<file path="src/rtl/edge_pkg.sv">
// Shared types and legal parameter ranges for the multi-channel edge detector.
package edge_pkg;

    typedef enum logic [1:0] {
        EDGE_RISE = 2'b00,
        EDGE_FALL = 2'b01,
        EDGE_BOTH = 2'b10,
        EDGE_OFF  = 2'b11
    } edge_mode_e;

    localparam int CHANNELS_MIN        = 1;
    localparam int CHANNELS_MAX        = 32;
    localparam int SYNC_STAGES_MIN     = 2;
    localparam int DEBOUNCE_CYCLES_MIN = 1;
    localparam int PULSE_WIDTH_MIN     = 1;

endpackage

</file>
<file path="src/rtl/edge_channel.sv">
// One channel: synchroniser, debounce filter, edge qualification, pulse stretch and sticky flag.
module edge_channel
    import edge_pkg::*;
#(
    parameter int SYNC_STAGES     = 2,
    parameter int DEBOUNCE_CYCLES = 16,
    parameter int PULSE_WIDTH     = 1
) (
    input  logic       clk,
    input  logic       rst,
    input  logic       input_signal,
    input  edge_mode_e mode,
    input  logic       sticky_clr,
    output logic       output_pulse,
    output logic       level,
    output logic       sticky
);

    localparam int CNT_W = $clog2(DEBOUNCE_CYCLES + 1);
    localparam int PW_W  = $clog2(PULSE_WIDTH + 1);
    localparam logic [CNT_W-1:0] DB_LAST = CNT_W'(DEBOUNCE_CYCLES - 1);
    localparam logic [PW_W-1:0]  PW_LOAD = PW_W'(PULSE_WIDTH - 1);

    logic [SYNC_STAGES-1:0] sync_ff;
    logic                   s;
    logic                   prev_level;
    logic [CNT_W-1:0]       db_cnt;
    logic [PW_W-1:0]        pw_cnt;
    logic                   edge_event;

    assign s = sync_ff[SYNC_STAGES-1];

    // Edge qualification uses the live mode input, so a mode change applies from the next clock.
    always_comb begin
        edge_event = 1'b0;
        case (mode)
            EDGE_RISE: edge_event = level & ~prev_level;
            EDGE_FALL: edge_event = ~level & prev_level;
            EDGE_BOTH: edge_event = level ^ prev_level;
            default:   edge_event = 1'b0;
        endcase
    end

    always_ff @(posedge clk) begin
        if (rst) begin
            sync_ff      <= '0;
            level        <= 1'b0;
            prev_level   <= 1'b0;
            db_cnt       <= '0;
            pw_cnt       <= '0;
            output_pulse <= 1'b0;
            sticky       <= 1'b0;
        end else begin
            sync_ff    <= {sync_ff[SYNC_STAGES-2:0], input_signal};
            prev_level <= level;

            if (s == level) begin
                db_cnt <= '0;
            end else if (db_cnt == DB_LAST) begin
                level  <= s;
                db_cnt <= '0;
            end else begin
                db_cnt <= db_cnt + 1'b1;
            end

            // A new event reloads the stretch count so back-to-back events merge into one pulse.
            if (edge_event) begin
                output_pulse <= 1'b1;
                pw_cnt       <= PW_LOAD;
            end else if (pw_cnt != '0) begin
                pw_cnt <= pw_cnt - 1'b1;
            end else begin
                output_pulse <= 1'b0;
            end

            if (edge_event) begin
                sticky <= 1'b1;
            end else if (sticky_clr) begin
                sticky <= 1'b0;
            end
        end
    end

endmodule

</file>
<file path="src/rtl/multi_edge_detector.sv">
// Array of independent debounced edge-detect channels with stretched pulses and sticky flags.
module multi_edge_detector
    import edge_pkg::*;
#(
    parameter int CHANNELS        = 4,
    parameter int SYNC_STAGES     = 2,
    parameter int DEBOUNCE_CYCLES = 16,
    parameter int PULSE_WIDTH     = 1
) (
    input  logic                  clk,
    input  logic                  rst,
    input  logic [CHANNELS-1:0]   input_signal,
    input  logic [2*CHANNELS-1:0] mode,
    input  logic [CHANNELS-1:0]   sticky_clr,
    output logic [CHANNELS-1:0]   output_pulse,
    output logic [CHANNELS-1:0]   level,
    output logic [CHANNELS-1:0]   sticky
);

    if (CHANNELS < CHANNELS_MIN || CHANNELS > CHANNELS_MAX) begin : g_bad_channels
        $error("multi_edge_detector: CHANNELS out of range");
    end
    if (SYNC_STAGES < SYNC_STAGES_MIN) begin : g_bad_sync
        $error("multi_edge_detector: SYNC_STAGES below minimum");
    end
    if (DEBOUNCE_CYCLES < DEBOUNCE_CYCLES_MIN) begin : g_bad_debounce
        $error("multi_edge_detector: DEBOUNCE_CYCLES below minimum");
    end
    if (PULSE_WIDTH < PULSE_WIDTH_MIN) begin : g_bad_pulse
        $error("multi_edge_detector: PULSE_WIDTH below minimum");
    end

    for (genvar i = 0; i < CHANNELS; i++) begin : g_ch
        edge_channel #(
            .SYNC_STAGES     (SYNC_STAGES),
            .DEBOUNCE_CYCLES (DEBOUNCE_CYCLES),
            .PULSE_WIDTH     (PULSE_WIDTH)
        ) u_ch (
            .clk          (clk),
            .rst          (rst),
            .input_signal (input_signal[i]),
            .mode         (edge_mode_e'(mode[2*i +: 2])),
            .sticky_clr   (sticky_clr[i]),
            .output_pulse (output_pulse[i]),
            .level        (level[i]),
            .sticky       (sticky[i])
        );
    end

endmodule

</file>
<file path="config.mk">
export PLATFORM = sky130hd
export DESIGN_NAME = multi_edge_detector
export DESIGN_NICKNAME = d
export VERILOG_FILES = /design/src/rtl/edge_pkg.sv /design/src/rtl/edge_channel.sv /design/src/rtl/multi_edge_detector.sv
export SDC_FILE = /design/constraint.sdc
export NUM_CORES = 1
export LEC_CHECK = 0
export BUFFER_PORTS_ARGS = -buffer_cell sky130_fd_sc_hd__buf_2
export CAP_MARGIN = 15
export CORE_ASPECT_RATIO = 0.75
export CORE_MARGIN = 2
export CORE_UTILIZATION = 49
export CTS_CLUSTER_DIAMETER = 40
export DETAILED_ROUTE_END_ITERATION = 12
export PLACE_DENSITY = 0.73
export SYNTH_ARGS = -nofsm -noshare
export SYNTH_HDL_FRONTEND = slang
export SYNTH_SLANG_ARGS = --single-unit
</file>
<file path="constraint.sdc">
create_clock -name clk -period 1.7 [get_ports clk]
set_clock_uncertainty 0.1 [all_clocks]
set_input_delay 0.085 -clock clk [delete_from_list [all_inputs] [get_ports clk]]
set_output_delay 0.085 -clock clk [all_outputs]
set_load 0.05 [all_outputs]
</file>
==> metrics.txt <==
P per Cell Area just over 900 nW/um^2; setup violators final 0; Clk Latency, worst-skew pair about 0.30 ns; GRT Overall Usage 0.147; period utilization 0.955; setup ws final ~0.077 ns; maximum clock path buffer count 2; Post-Route WL 2840 um; slowest stage delay, CP 0.43 ns; CTS root buffer clkbuf_8; Fin. Hold Viols 0; Tmin final approximately 1.6 ns; fin nets 260; DR pass1 iterations 4; die area ~4400 sq um; Worst slew margin 0.655; number of diodes 0; synthesis-to-finish area growth 18.6%; Fillers 323; required time worst endpoint approximately 1.8 ns; pin count of the biggest net entering global routing 29; number of global-route vias before repair 1236; max-cap viol count 0; initial drt markers 45; I/O pin count 30; dpl hpwl 1940 um; fin area about 2300 sq um; first-pass GRT wire length between 4000 and 5000 um; Num CTS Buffers 5; number of distinct library cells after synthesis 21; area taken by multi-input logic gates roughly 800 sq um; share of layout cells above drive strength 1 0.189; flops & latches, synth 48; setup slack, reg-to-reg about 0.077 ns; total number of vias approximately 1.3k; IO Port Bufs 29; number of vias per cell ~4.5; fmax roughly 620 MHz; peak supply drop between 600 and 700 uV; Syn Inst Count 190; placed cell area between 2000 and 2500 sq um; register area 961 sq um; CP Launch Type flop; crit path max fanout 5; Critical Path End Type flop; post-place setup slack 0.0724 ns; Remaining DRCs 0; Mean Syn Cell Area approximately 10 sq um; Lkg Pwr a little over 0.0009 uW; Post-Synthesis Cell Area about 1900 sq um; setup TNS 0 ns; CTS clk-pin slew, worst paths ~0.080 ns; Worst Setup Path Type reg -> reg; # clock sinks 48; RSZ-0062 raised after global routing no; RePlAce Congestion roughly 0.74; most frequent CP cell ha_1; Slowest cell on crit path or3_4; Die X 76.0 um; worst slew pin tran 0.518 ns; Core Rows 19; core area roughly 3700 sq um; Slew Viols, Final 0; DRT antenna net count 0; status complete, no violations; WL/cell 10.2 um; Seq/Total Area, Yosys 0.505; DIE HEIGHT 58.0 um; Hold Crit Class in -> reg; Max H-tree Level 2; WP data arrival about 1.8 ns; Ys Warns 0; grt ovf 0; crit-path cells ha_1 > and3_1 > ha_1 > or3_4 > nor2_1; TritonCTS clock tree done; Initial Utilization 0.516; initial antenna violation count 0
## layer usage
layer	share of wire	GRT usage	vias up
met5	0	0	-
met4	0.020	0.0779	0
met3	0.043	0.0483	7
met2	0.43	0.255	20
met1	0.50	0.165	560
li1	-	-	666
## Yosys cell counts
| cell | number | area (sq um) |
|---|---|---|
| mux2i_1 | 4 | 40.0 |
| buf_2 | 1 | 5.00 |
| or3_4 | 4 | 45.0 |
| buf_4 | 12 | 90.1 |
| nor2b_1 | 8 | 50.1 |
| nand3_1 | 4 | 20.0 |
| xor2_1 | 4 | 35.0 |
| dfxtp_1 | 48 | 961 |
| nand3b_1 | 4 | 30.0 |
| and3_1 | 4 | 25.0 |
| a31oi_1 | 8 | 50.1 |
| nand2_1 | 4 | 15.0 |
| nor2_1 | 30 | 113 |
| conb_1 | 1 | 3.75 |
| buf_1 | 2 | 7.51 |
| nand2b_1 | 8 | 50.1 |
| a21o_1 | 2 | 15.0 |
| a211o_1 | 2 | 17.5 |
| ha_1 | 16 | 200 |
| inv_1 | 16 | 60.1 |
| xnor2_1 | 8 | 70.1 |
## cell usage in the layout (no fill, tap or decap)
cell and count:
and3_1 4, xnor2_1 8, clkinv_2 1, clkbuf_1 1, nand2_1 4, bufinv_16 1
nor2_1 27, conb_1 4, buf_2 29, nand3b_1 4, nand3_1 4, a211o_1 2
or3_4 4, a31oi_1 8, clkbuf_8 5, dlygate4sd3_1 12, nand2b_1 8, a21o_1 2
nor2_2 3, inv_1 16, dfxtp_1 48, xor2_1 4, nor2b_1 8, ha_1 16
mux2i_1 4
## logic make-up (layout without fill, tap and decap cells)
| logic type | count (synthesis) | in the layout | synth area share |
|---|---|---|---|
| AOI/OAI and AO/OA | 12 | 12 | 0.0434 |
| xor gates and xnor gates | 12 | 12 | 0.0552 |
| adders and majority gates | 16 | 16 | 0.105 |
| buffers and inverters | 31 | 65 | 0.0855 |
| DFF | 48 | 48 | 0.505 |
| muxes | 4 | 4 | 0.0210 |
| other | 1 | 4 | 0.00197 |
| and+or+nand+nor | 66 | 66 | 0.183 |
## stage by stage
step,power [uW],hold WS (ns),cells,util
3_5_place_dp,1260,0.197,259,0.549
2_1_floorplan,1230,0.113,193,-
6_report,2040,0.0251,279,0.613
5_1_grt,2130,0.0385,279,0.613
3_3_place_gp,1260,0.195,259,0.549
4_1_cts,2070,0.0123,279,0.611
## what timing repair did
| item | in CTS | in global routing |
|---|---|---|
| hold endpoints to repair | 11 | 0 |
| setup endpoints to repair | 0 | 8 |
| gates resized for setup | 0 | 3 |
| hold buffers | 12 | 0 |
| buffers inserted | 0 | 0 |
## where the power goes
part           internal [uW]  total [uW]  switching, uW  leakage [uW]
Sequential              1140        1150           8.22      0.000391
Combinational           53.6         101           47.5      0.000473
Clock                    436         790            354     0.0000552
Total                   1630        2040            409      0.000919
## path summary, 6_finish.rpt
kind	from	end	depth (start not counted)
setup reg to reg	g_ch[0].u_ch.db_cnt[0]	g_ch[0].u_ch.db_cnt[2]	5
hold / removal	mode[1]	g_ch[0].u_ch.sticky	3
hold reg to reg	g_ch[3].u_ch.sync_ff[0]	g_ch[3].u_ch.sync_ff[1]	1
setup / recovery	g_ch[0].u_ch.db_cnt[0]	g_ch[0].u_ch.db_cnt[2]	5
## registers in the layout, summed over array words and instances (netlist names)
register,cells
g_ch.u_ch.sync_ff,8
g_ch.u_ch.prev_level,4
g_ch.u_ch.level,4
g_ch.u_ch.sticky,4
g_ch.u_ch.output_pulse,4
g_ch.u_ch.db_cnt,20
g_ch.u_ch.pw_cnt,4
## cell type report
type,count,area share
Clock buffer,6,0.0322
Clock inverter,2,0.0155
Inverter,16,0.0266
Multi-Input combinational cell,114,0.354
Sequential cell,48,0.426
Tap cell,52,0.0288
Timing Repair Buffer,41,0.118
## critical path, delay by kind of cell (launching register included)
family	cells	cell delay, ns
and+or+nand+nor	3	0.70
adders and majority gates	2	0.43
DFF	1	0.33
Note: power is estimated with default switching activity, not from simulation.
